===== src/rtl/nonce_scheduler_pkg.sv =====
`default_nettype none
// ============================================================================
// Module   : nonce_scheduler_pkg
// Purpose  : Shared widths, FSM state encoding and nonce-range helper for the
//            nonce scheduler and its watchdog.
// Revision : 1.0 - initial release
// ============================================================================
package nonce_scheduler_pkg;

    localparam int NONCE_W       = 32;
    localparam int HASH_W        = 256;
    localparam int HDR_W_DEFAULT = 608;

    typedef enum logic [2:0] {
        ST_IDLE  = 3'd0,
        ST_ISSUE = 3'd1,
        ST_WAIT  = 3'd2,
        ST_CHECK = 3'd3,
        ST_FOUND = 3'd4
    } state_t;

    // True when adding step to nonce would overflow 32 bits, i.e. this nonce
    // is the final one of the sweep. The sweep never wraps around.
    function automatic logic is_last_nonce(input logic [NONCE_W-1:0] nonce,
                                           input logic [NONCE_W-1:0] step);
        return nonce > (32'hFFFF_FFFF - step);
    endfunction

endpackage : nonce_scheduler_pkg
`default_nettype wire


===== src/rtl/nonce_scheduler_core_watchdog.sv =====
`default_nettype none
// ============================================================================
// Module   : nonce_scheduler_core_watchdog
// Purpose  : Counts cycles spent waiting for the hash core and flags expiry
//            when TIMEOUT waiting cycles have elapsed without a result.
// Ports    : clk     - system clock
//            reset   - asynchronous active-low reset
//            clear   - zero the counter (asserted while the core is started)
//            enable  - count this cycle (asserted while waiting for done)
//            expired - high in the TIMEOUT-th enabled cycle after a clear
// Revision : 1.0 - initial release
// ============================================================================
module nonce_scheduler_core_watchdog #(
    parameter int TIMEOUT = 1024
) (
    input  logic clk,
    input  logic reset,
    input  logic clear,
    input  logic enable,
    output logic expired
);

    localparam int CNT_W = $clog2(TIMEOUT + 1);

    logic [CNT_W-1:0] r_count;

    // The counter holds k-1 during the k-th waiting cycle, so expiry is
    // flagged during the TIMEOUT-th cycle; a done arriving in that same cycle
    // is still accepted by the scheduler.
    assign expired = enable && (r_count == CNT_W'(TIMEOUT - 1));

    always_ff @(posedge clk or negedge reset) begin
        if (!reset) begin
            r_count <= '0;
        end else if (clear) begin
            r_count <= '0;
        end else if (enable && !expired) begin
            r_count <= r_count + 1'b1;
        end
    end

endmodule : nonce_scheduler_core_watchdog
`default_nettype wire


===== src/rtl/nonce_scheduler.sv =====
`default_nettype none
// ============================================================================
// Module   : nonce_scheduler
// Purpose  : Sequences one SHA-256d core: accepts a job, sweeps the nonce,
//            starts the core once per nonce, compares each hash against the
//            target and reports winners, exhaustion and core timeouts.
// Ports    : clk, reset(active-low async)
//            job_valid/job_ready/job_header/job_target - job load handshake
//            abort                                     - drop current job
//            core_start/core_header/core_nonce         - to hash core
//            core_done/core_hash                       - from hash core
//            found_valid/found_nonce/found_ready       - winner handshake
//            busy, exhausted, timeout_err, hash_count  - status
// Revision : 1.0 - initial release
// ============================================================================
module nonce_scheduler
    import nonce_scheduler_pkg::*;
#(
    parameter int          HDR_W       = HDR_W_DEFAULT,
    parameter logic [31:0] NONCE_START = 32'h0,
    parameter logic [31:0] NONCE_STEP  = 32'h1,
    parameter int          TIMEOUT     = 1024
) (
    input  logic               clk,
    input  logic               reset,
    input  logic               job_valid,
    output logic               job_ready,
    input  logic [HDR_W-1:0]   job_header,
    input  logic [HASH_W-1:0]  job_target,
    input  logic               abort,
    output logic               core_start,
    output logic [HDR_W-1:0]   core_header,
    output logic [NONCE_W-1:0] core_nonce,
    input  logic               core_done,
    input  logic [HASH_W-1:0]  core_hash,
    output logic               found_valid,
    output logic [NONCE_W-1:0] found_nonce,
    input  logic               found_ready,
    output logic               busy,
    output logic               exhausted,
    output logic               timeout_err,
    output logic [31:0]        hash_count
);

    state_t              r_state;
    state_t              w_state_next;

    logic [HDR_W-1:0]    r_header;
    logic [HASH_W-1:0]   r_target;
    logic [HASH_W-1:0]   r_hash;
    logic [NONCE_W-1:0]  r_nonce;
    logic [31:0]         r_hash_count;
    logic                r_exhausted;
    logic                r_timeout_err;

    logic                w_accept;
    logic                w_capture;
    logic                w_advance;
    logic                w_exhaust;
    logic                w_timeout;
    logic                w_core_start;
    logic                w_hit;
    logic                w_last;
    logic                w_wd_expired;

    assign w_hit  = (r_hash <= r_target);
    assign w_last = is_last_nonce(r_nonce, NONCE_STEP);

    nonce_scheduler_core_watchdog #(
        .TIMEOUT (TIMEOUT)
    ) u_watchdog (
        .clk     (clk),
        .reset   (reset),
        .clear   (r_state == ST_ISSUE),
        .enable  (r_state == ST_WAIT),
        .expired (w_wd_expired)
    );

    always_ff @(posedge clk or negedge reset) begin
        if (!reset) begin
            r_state <= ST_IDLE;
        end else begin
            r_state <= w_state_next;
        end
    end

    // Next-state and per-cycle action strobes. Abort overrides everything
    // outside IDLE, including the start pulse of an ISSUE cycle.
    always_comb begin
        w_state_next = r_state;
        w_core_start = 1'b0;
        w_accept     = 1'b0;
        w_capture    = 1'b0;
        w_advance    = 1'b0;
        w_exhaust    = 1'b0;
        w_timeout    = 1'b0;
        if (abort && (r_state != ST_IDLE)) begin
            w_state_next = ST_IDLE;
        end else begin
            case (r_state)
                ST_IDLE: begin
                    if (job_valid) begin
                        w_accept     = 1'b1;
                        w_state_next = ST_ISSUE;
                    end
                end
                ST_ISSUE: begin
                    w_core_start = 1'b1;
                    w_state_next = ST_WAIT;
                end
                ST_WAIT: begin
                    // A done in the expiry cycle still counts as a result.
                    if (core_done) begin
                        w_capture    = 1'b1;
                        w_state_next = ST_CHECK;
                    end else if (w_wd_expired) begin
                        w_timeout    = 1'b1;
                        w_state_next = ST_IDLE;
                    end
                end
                ST_CHECK: begin
                    if (w_hit) begin
                        w_state_next = ST_FOUND;
                    end else if (w_last) begin
                        w_exhaust    = 1'b1;
                        w_state_next = ST_IDLE;
                    end else begin
                        w_advance    = 1'b1;
                        w_state_next = ST_ISSUE;
                    end
                end
                ST_FOUND: begin
                    // Once the winner is taken, carry on exactly as a miss.
                    if (found_ready) begin
                        if (w_last) begin
                            w_exhaust    = 1'b1;
                            w_state_next = ST_IDLE;
                        end else begin
                            w_advance    = 1'b1;
                            w_state_next = ST_ISSUE;
                        end
                    end
                end
                default: begin
                    w_state_next = ST_IDLE;
                end
            endcase
        end
    end

    always_ff @(posedge clk or negedge reset) begin
        if (!reset) begin
            r_header      <= '0;
            r_target      <= '0;
            r_hash        <= '0;
            r_nonce       <= '0;
            r_hash_count  <= '0;
            r_exhausted   <= 1'b0;
            r_timeout_err <= 1'b0;
        end else begin
            if (w_accept) begin
                r_header      <= job_header;
                r_target      <= job_target;
                r_nonce       <= NONCE_START;
                r_hash_count  <= '0;
                r_exhausted   <= 1'b0;
                r_timeout_err <= 1'b0;
            end
            if (w_capture) begin
                r_hash       <= core_hash;
                r_hash_count <= r_hash_count + 32'd1;
            end
            if (w_advance) begin
                r_nonce <= r_nonce + NONCE_STEP;
            end
            if (w_exhaust) begin
                r_exhausted <= 1'b1;
            end
            if (w_timeout) begin
                r_timeout_err <= 1'b1;
            end
        end
    end

    assign job_ready   = (r_state == ST_IDLE);
    assign busy        = (r_state != ST_IDLE);
    assign core_start  = w_core_start;
    assign core_header = r_header;
    assign core_nonce  = r_nonce;
    assign found_valid = (r_state == ST_FOUND);
    assign found_nonce = found_valid ? r_nonce : '0;
    assign exhausted   = r_exhausted;
    assign timeout_err = r_timeout_err;
    assign hash_count  = r_hash_count;

endmodule : nonce_scheduler
`default_nettype wire

===== config.mk =====
export PLATFORM = sky130hd
export DESIGN_NAME = nonce_scheduler
export DESIGN_NICKNAME = d
export VERILOG_FILES = /design/src/rtl/nonce_scheduler_pkg.sv /design/src/rtl/nonce_scheduler_core_watchdog.sv /design/src/rtl/nonce_scheduler.sv
export SDC_FILE = /design/constraint.sdc
export NUM_CORES = 2
export LEC_CHECK = 0
export BUFFER_PORTS_ARGS = -buffer_cell sky130_fd_sc_hd__buf_2
export CORE_AREA = 2 2 716 718
export DETAILED_ROUTE_END_ITERATION = 7
export DIE_AREA = 0 0 718 720
export HOLD_SLACK_MARGIN = 0.03
export PLACE_DENSITY = 0.31
export SYNTH_ARGS = -nofsm -noshare
export SYNTH_HDL_FRONTEND = slang
export SYNTH_HIERARCHICAL = 1
export SYNTH_SLANG_ARGS = --single-unit

===== constraint.sdc =====
create_clock -name clk -period 3.8 [get_ports clk]
set_input_delay 0.57 -clock clk [delete_from_list [all_inputs] [get_ports clk]]
set_output_delay 0.57 -clock clk [all_outputs]
set_load 0.005 [all_outputs]

# Word level (Yosys, flattened, before mapping)
# Cells that the tools add are included.
# classes
add_sub_neg,3
order_cmp,2
eq_ne,8
mux,39
reduce_logical,12
# ops
cell,n
<= comparator 256 bit,1
2-to-1 mux 32 bit,4
adder 32 x 1 -> 32 bit (second input constant),2
> comparator 32 bit (second input constant),1
2-to-1 mux 1 bit,24
2-to-1 mux 11 bit,2
2-to-1 mux 3 bit,6
case mux 3 bit (5 select lines),1
adder 11 x 1 -> 11 bit (second input constant),1
== test 11 x 10 -> 1 bit (second input constant),1
nonzero test 2 bit,5
== test 3 x 2 -> 1 bit (second input constant),2
inequality test 4 bit (second input constant),1
case mux 1 bit (2 select lines),2
== test 3 x 1 -> 1 bit (second input constant),1
== test 3 bit (second input constant),1
logical AND 1 bit,3
zero test 3 bit,1
inequality test 3 x 1 -> 1 bit (second input constant),1
inequality test 3 x 2 -> 1 bit (second input constant),1
AND reduction 3 bit,1
nonzero test 3 bit,1
zero test 1 bit,1
# word_totals
register_bits,1200
inputBits,1126
out_inout_bits,710
wordCells,73

# Depth between registers and ports, before layout
# depth
word_depth,7
depth_mapped,15
mapped_depth_nobuf,12

# By module
# Netlist, hierarchy kept.
# by_module_without_submodules
mod,instances,cells_per_inst,area_per_inst_um2,seq_area_each_um2
nonce_scheduler,1,5884,51439.3,29753.5
nonce_scheduler_core_watchdog,1,73,738.2,275.3

# Worst setup path before layout
# OpenSTA, ideal clock, no wires.
# synth_path
path_type,register -> register
from,reg r_hash[78]
to,reg r_nonce[18] (netlist: core_nonce[18])
setup_time_ps,124
arrival_time_ps,2850
required_time_ps,3676
slack_ps,826
stages_incl_launch_ff,14
path_buffers,2
period_less_slack_ps,2974
cell_sequence,dfrtp_1 > ha_1 > nand4_1 > or4_1 > nand4b_4 > nor4_2 > a31oi_1 > and3_4 > a22oi_2 > nand2_1 > buf_6 > buf_6 > and3_1 > a211o_1
# synth_via
elab_chain_len,5
elab_cells_between_ends,6
classes_between,order compare (1); mux (4); reduce/logical (1)
# synth_rtl
item,line_no,text
start: declaration,nonce_scheduler.sv:50,logic [HASH_W-1:0] r_hash;
start signal: assignment,nonce_scheduler.sv:170,r_hash <= core_hash;
<= comparator 256 bit *,nonce_scheduler.sv:66,assign w_hit = (r_hash <= r_target);
2-to-1 mux 1 bit *,nonce_scheduler.sv:122,if (w_hit) begin
case mux 1 bit (2 select lines) *,nonce_scheduler.sv:100,case (r_state)
2-to-1 mux 1 bit *,nonce_scheduler.sv:97,if (abort && (r_state != ST_IDLE)) begin
2-to-1 mux 32 bit / nonzero test 2 bit (equally long branches),--,
end signal: assignment,nonce_scheduler.sv:174,r_nonce <= r_nonce + NONCE_STEP;
end: declaration,nonce_scheduler.sv:51,logic [NONCE_W-1:0] r_nonce;
# Mark *: on every way between the ends. The rest lies on a longest branch, timed or not.
# A chain may end at the register's enable or synchronous reset.

# Worst setup path after layout
# layout_path
from,reg r_target[97]
to,reg r_nonce[27] (netlist: core_nonce[27])
# layout_via
elab_chain_len,5
elab_cells_between_ends,6
classes_between,order compare (1); mux (4); reduce/logical (1)
# layout_rtl
item,line_no,text
start: declaration,nonce_scheduler.sv:49,logic [HASH_W-1:0] r_target;
start signal: assignment,nonce_scheduler.sv:163,r_target <= job_target;
<= comparator 256 bit *,nonce_scheduler.sv:66,
2-to-1 mux 1 bit *,nonce_scheduler.sv:122,
case mux 1 bit (2 select lines) *,nonce_scheduler.sv:100,
2-to-1 mux 1 bit *,nonce_scheduler.sv:97,
2-to-1 mux 32 bit / nonzero test 2 bit (equally long branches),--,
# Marks and branches as above.

==> impl_metrics.toml <==
[detailed_routing]
avgViaCountPerCell = 3.44
drt-total-wl_mm = 446
drt-pass1-iter-count = 5
vias = 54600
ant_nets = 0
drc = 0
wl_per_cell_um = 28.1
first_iter_violations = 4191

[clock_network]
cts.sinks = 1200
cts_tree = "done"
clk_pin_slew_ps = 60
cts-root-buf = "clkbuf_16"
cts_buffer_depth = 4
cts_inserted_buffers = 174
clock_latency_ps = 880
htree_levels = 4

[layout]
multiInputGateArea_um2 = 20400
seqCellArea_um2 = 30000
drive_gt1_share_pct = 26.2
area_growth_pct = 68.1
fillers = 57700
finalNetCount = 10300
final_cell_mix = "2944 x nand2_1, 1834 x buf_2, 1199 x dfrtp_1"
layout.cells.most_common = "nand2_1"

[timing]
whs_ps = 105
maxSlewViolCount = 0
rsz0062_at_grt = "yes"
fin_crit_ps = 3670
fin_skew_ps = 81.5
relSlewSlack_pct = 21.7
tns_ps = 0
hold_violations = 0
setup-violations-final = 0
period_share_pct = 96.5
timing.fmax_mhz = 273
tightestPinTransition_ps = 1160

[global_route]
grt_overflow = 0
grt_pass1_wl_mm = 574
grt_start_max_net_pins = 109
first_global_vias = 55800
antenna_found_initial = 320
track_usage_pct = 16.7

[yosys]
synth-edff-count = 0
yosysWarnings = 6
synth_cell_type_count = 71
synth_area_um2 = 52200
synth_nets = 7343
ys_seq_area_share_pct = 57.6
synth_cells = 5957
synth-seq-cells = 1200
avgSynthCellArea_um2 = 8.76
synth_area_leaders = "dfrtp_1 58%, nand2_1 21%, ha_1 6.2%"
synth-main-ff-cell = "dfrtp_1"
synth_top_cell_area_share_pct = 57.6
yosys.area.top_type = "dfrtp_1"
synthArstFlopShare_pct = 100

[setup_path]
path_max_fanout = 18
worstSetupPathType = "reg -> reg"
startpoint = "r_target[97]"
r2r-start = "r_target[97]"
crit_cells = 14
critPathTopFamily = "compound AO/OA/AOI/OAI gates"
cp-start-kind = "flop"
crit_buf_inv = 4
endpoint = "core_nonce[27]"
critPathRequiredTime_ps = 4500
cp.arrival_ps = 4370
crit_chain = "inv_1 > ha_1 > a21oi_1 > o21ai_0 > a221o_1 > a2111oi_4 > buf_4 > a41oi_2 > buf_4 > a22oi_2 > nand2_2 > buf_12 > and3_1 > a221o_1"
reg2reg_slack_ps = 130
r2r-end = "core_nonce[27]"
end_kind = "flop"
worst_path_largest_cell_delay_ps = 520
ff2ff_path_depth = 14
slowest_stage = "a221o_1"

[power]
cellPowerDensity_nw_per_um2 = 778
p_leak_uw = 0.0441
p_total_uw = 68300
peakVddDrop_uv = 386

[floorplan]
dieHeight_um = 720
dieArea_um2 = 517000
coreArea_um2 = 508000
initial_core_util_pct = 10.3
rows = 262
ios = 1836
die_x_um = 718

[worst_hold_path]
hold_class = "in -> reg"

[placed_design]
place_congestion = 1.02
hpwlAfterDp_mm = 378
portBuffers = 1835

[run_status]
status = "completed"

[run]
maxCapViolations = 0
metal layers:
metal / vias to the layer above / share of wire (%) / global-route usage, %
li1: 25100 / - / -
met1: 26600 / 43 / 21.3
met2: 2180 / 47 / 27.6
met3: 680 / 7.2 / 4.79
met4: 48 / 2.8 / 3.82
met5: - / 0.071 / 0
report_power, final:
part           internal, µW  switching, µW
registers             18600           3160
clock network         10000           7150
logic                  9670          19600
total                 38300          29900
registers in the layout, indices dropped and copies added, names as in the netlist:
name                flops
u_watchdog/r_count     11
r_target              256
core_nonce             32
timeout_err             1
hash_count             32
exhausted               1
r_state                 3
core_header           608
r_hash                256
stage by stage:
stage / utilization, % / cells / cell area, µm² / worst slack [ps]
final: 17.2 / 15900 / 87700 / 133
after global routing: 17.2 / 15800 / 87500 / -66.7
after CTS: 17.2 / 15800 / 87300 / -5.58
after detailed placement: 13.9 / 14400 / 70800 / -216
after global placement: 13.9 / 14400 / 70800 / -235
after floorplan: - / 5957 / 52200 / 826
synth_stat cells, types with 9 or more instances:
master,n
nor2_1,66
nor2b_1,9
and2_1,9
nor4_1,19
inv_1,291
nand2_1,2947
mux2i_1,9
clkbuf_1,261
a21o_1,18
a221o_1,13
ha_1,260
o211ai_1,11
o21ai_0,338
a221oi_1,9
nor3_1,28
and3_1,61
nand3_1,66
dfrtp_1,1200
o21ai_1,10
a21oi_1,123
nand4_1,78
worst reg2reg max path, delay by kind of cell, from the launching register on:
kind                     cells  cell delay, ps
AO/OA/AOI/OAI                7            1950
buffers and inverters        4             650
flip-flops                   1             360
AND/OR/NAND/NOR              2             300
adder cells (fa/ha/maj)      1             250
logic make-up (layout without fill, tap and decap cells):
kind of cell	after synthesis	after routing	synth area share, %
other cells	0	97	0
fa+ha+maj	260	260	6.23
simple gates	3331	3331	25.5
mux	12	12	0.245
compound gates	588	588	6.37
flops	1200	1200	57.6
buf+inv	566	3668	4.13
cell type report:
cell class | count | area share, %
multi-input combinational | 4191 | 23.2
antenna | 97 | 0.277
tap | 6732 | 9.61
clock buffer | 257 | 5.86
sequential | 1200 | 34.2
inverter | 291 | 1.25
timing repair buffer | 3068 | 24.7
clock inverter | 52 | 0.816
worst min-delay path by stage:
stage                           from               end  slack, ps  depth (start not counted)
floorplan                      reset    core_header[0]        270                          0
global placement    core_header[320]  core_header[320]        460                          2
detailed placement  core_header[260]  core_header[260]        460                          2
CTS                  job_header[414]  core_header[414]         30                          4
global route          job_target[60]      r_target[60]         30                          3
finish               job_header[579]  core_header[579]        110                          3
what timing repair did:
action / CTS / global route
setup buffers: 10 / 8
endpoints found under the hold margin: 1073 / 0
setup endpoints to repair: 32 / 32
hold buffers: 1032 / 0
gates cloned: 1 / 0
pin swaps: 12 / 15
gates resized for setup: 31 / 18
Power figures use the tool's default switching activity.
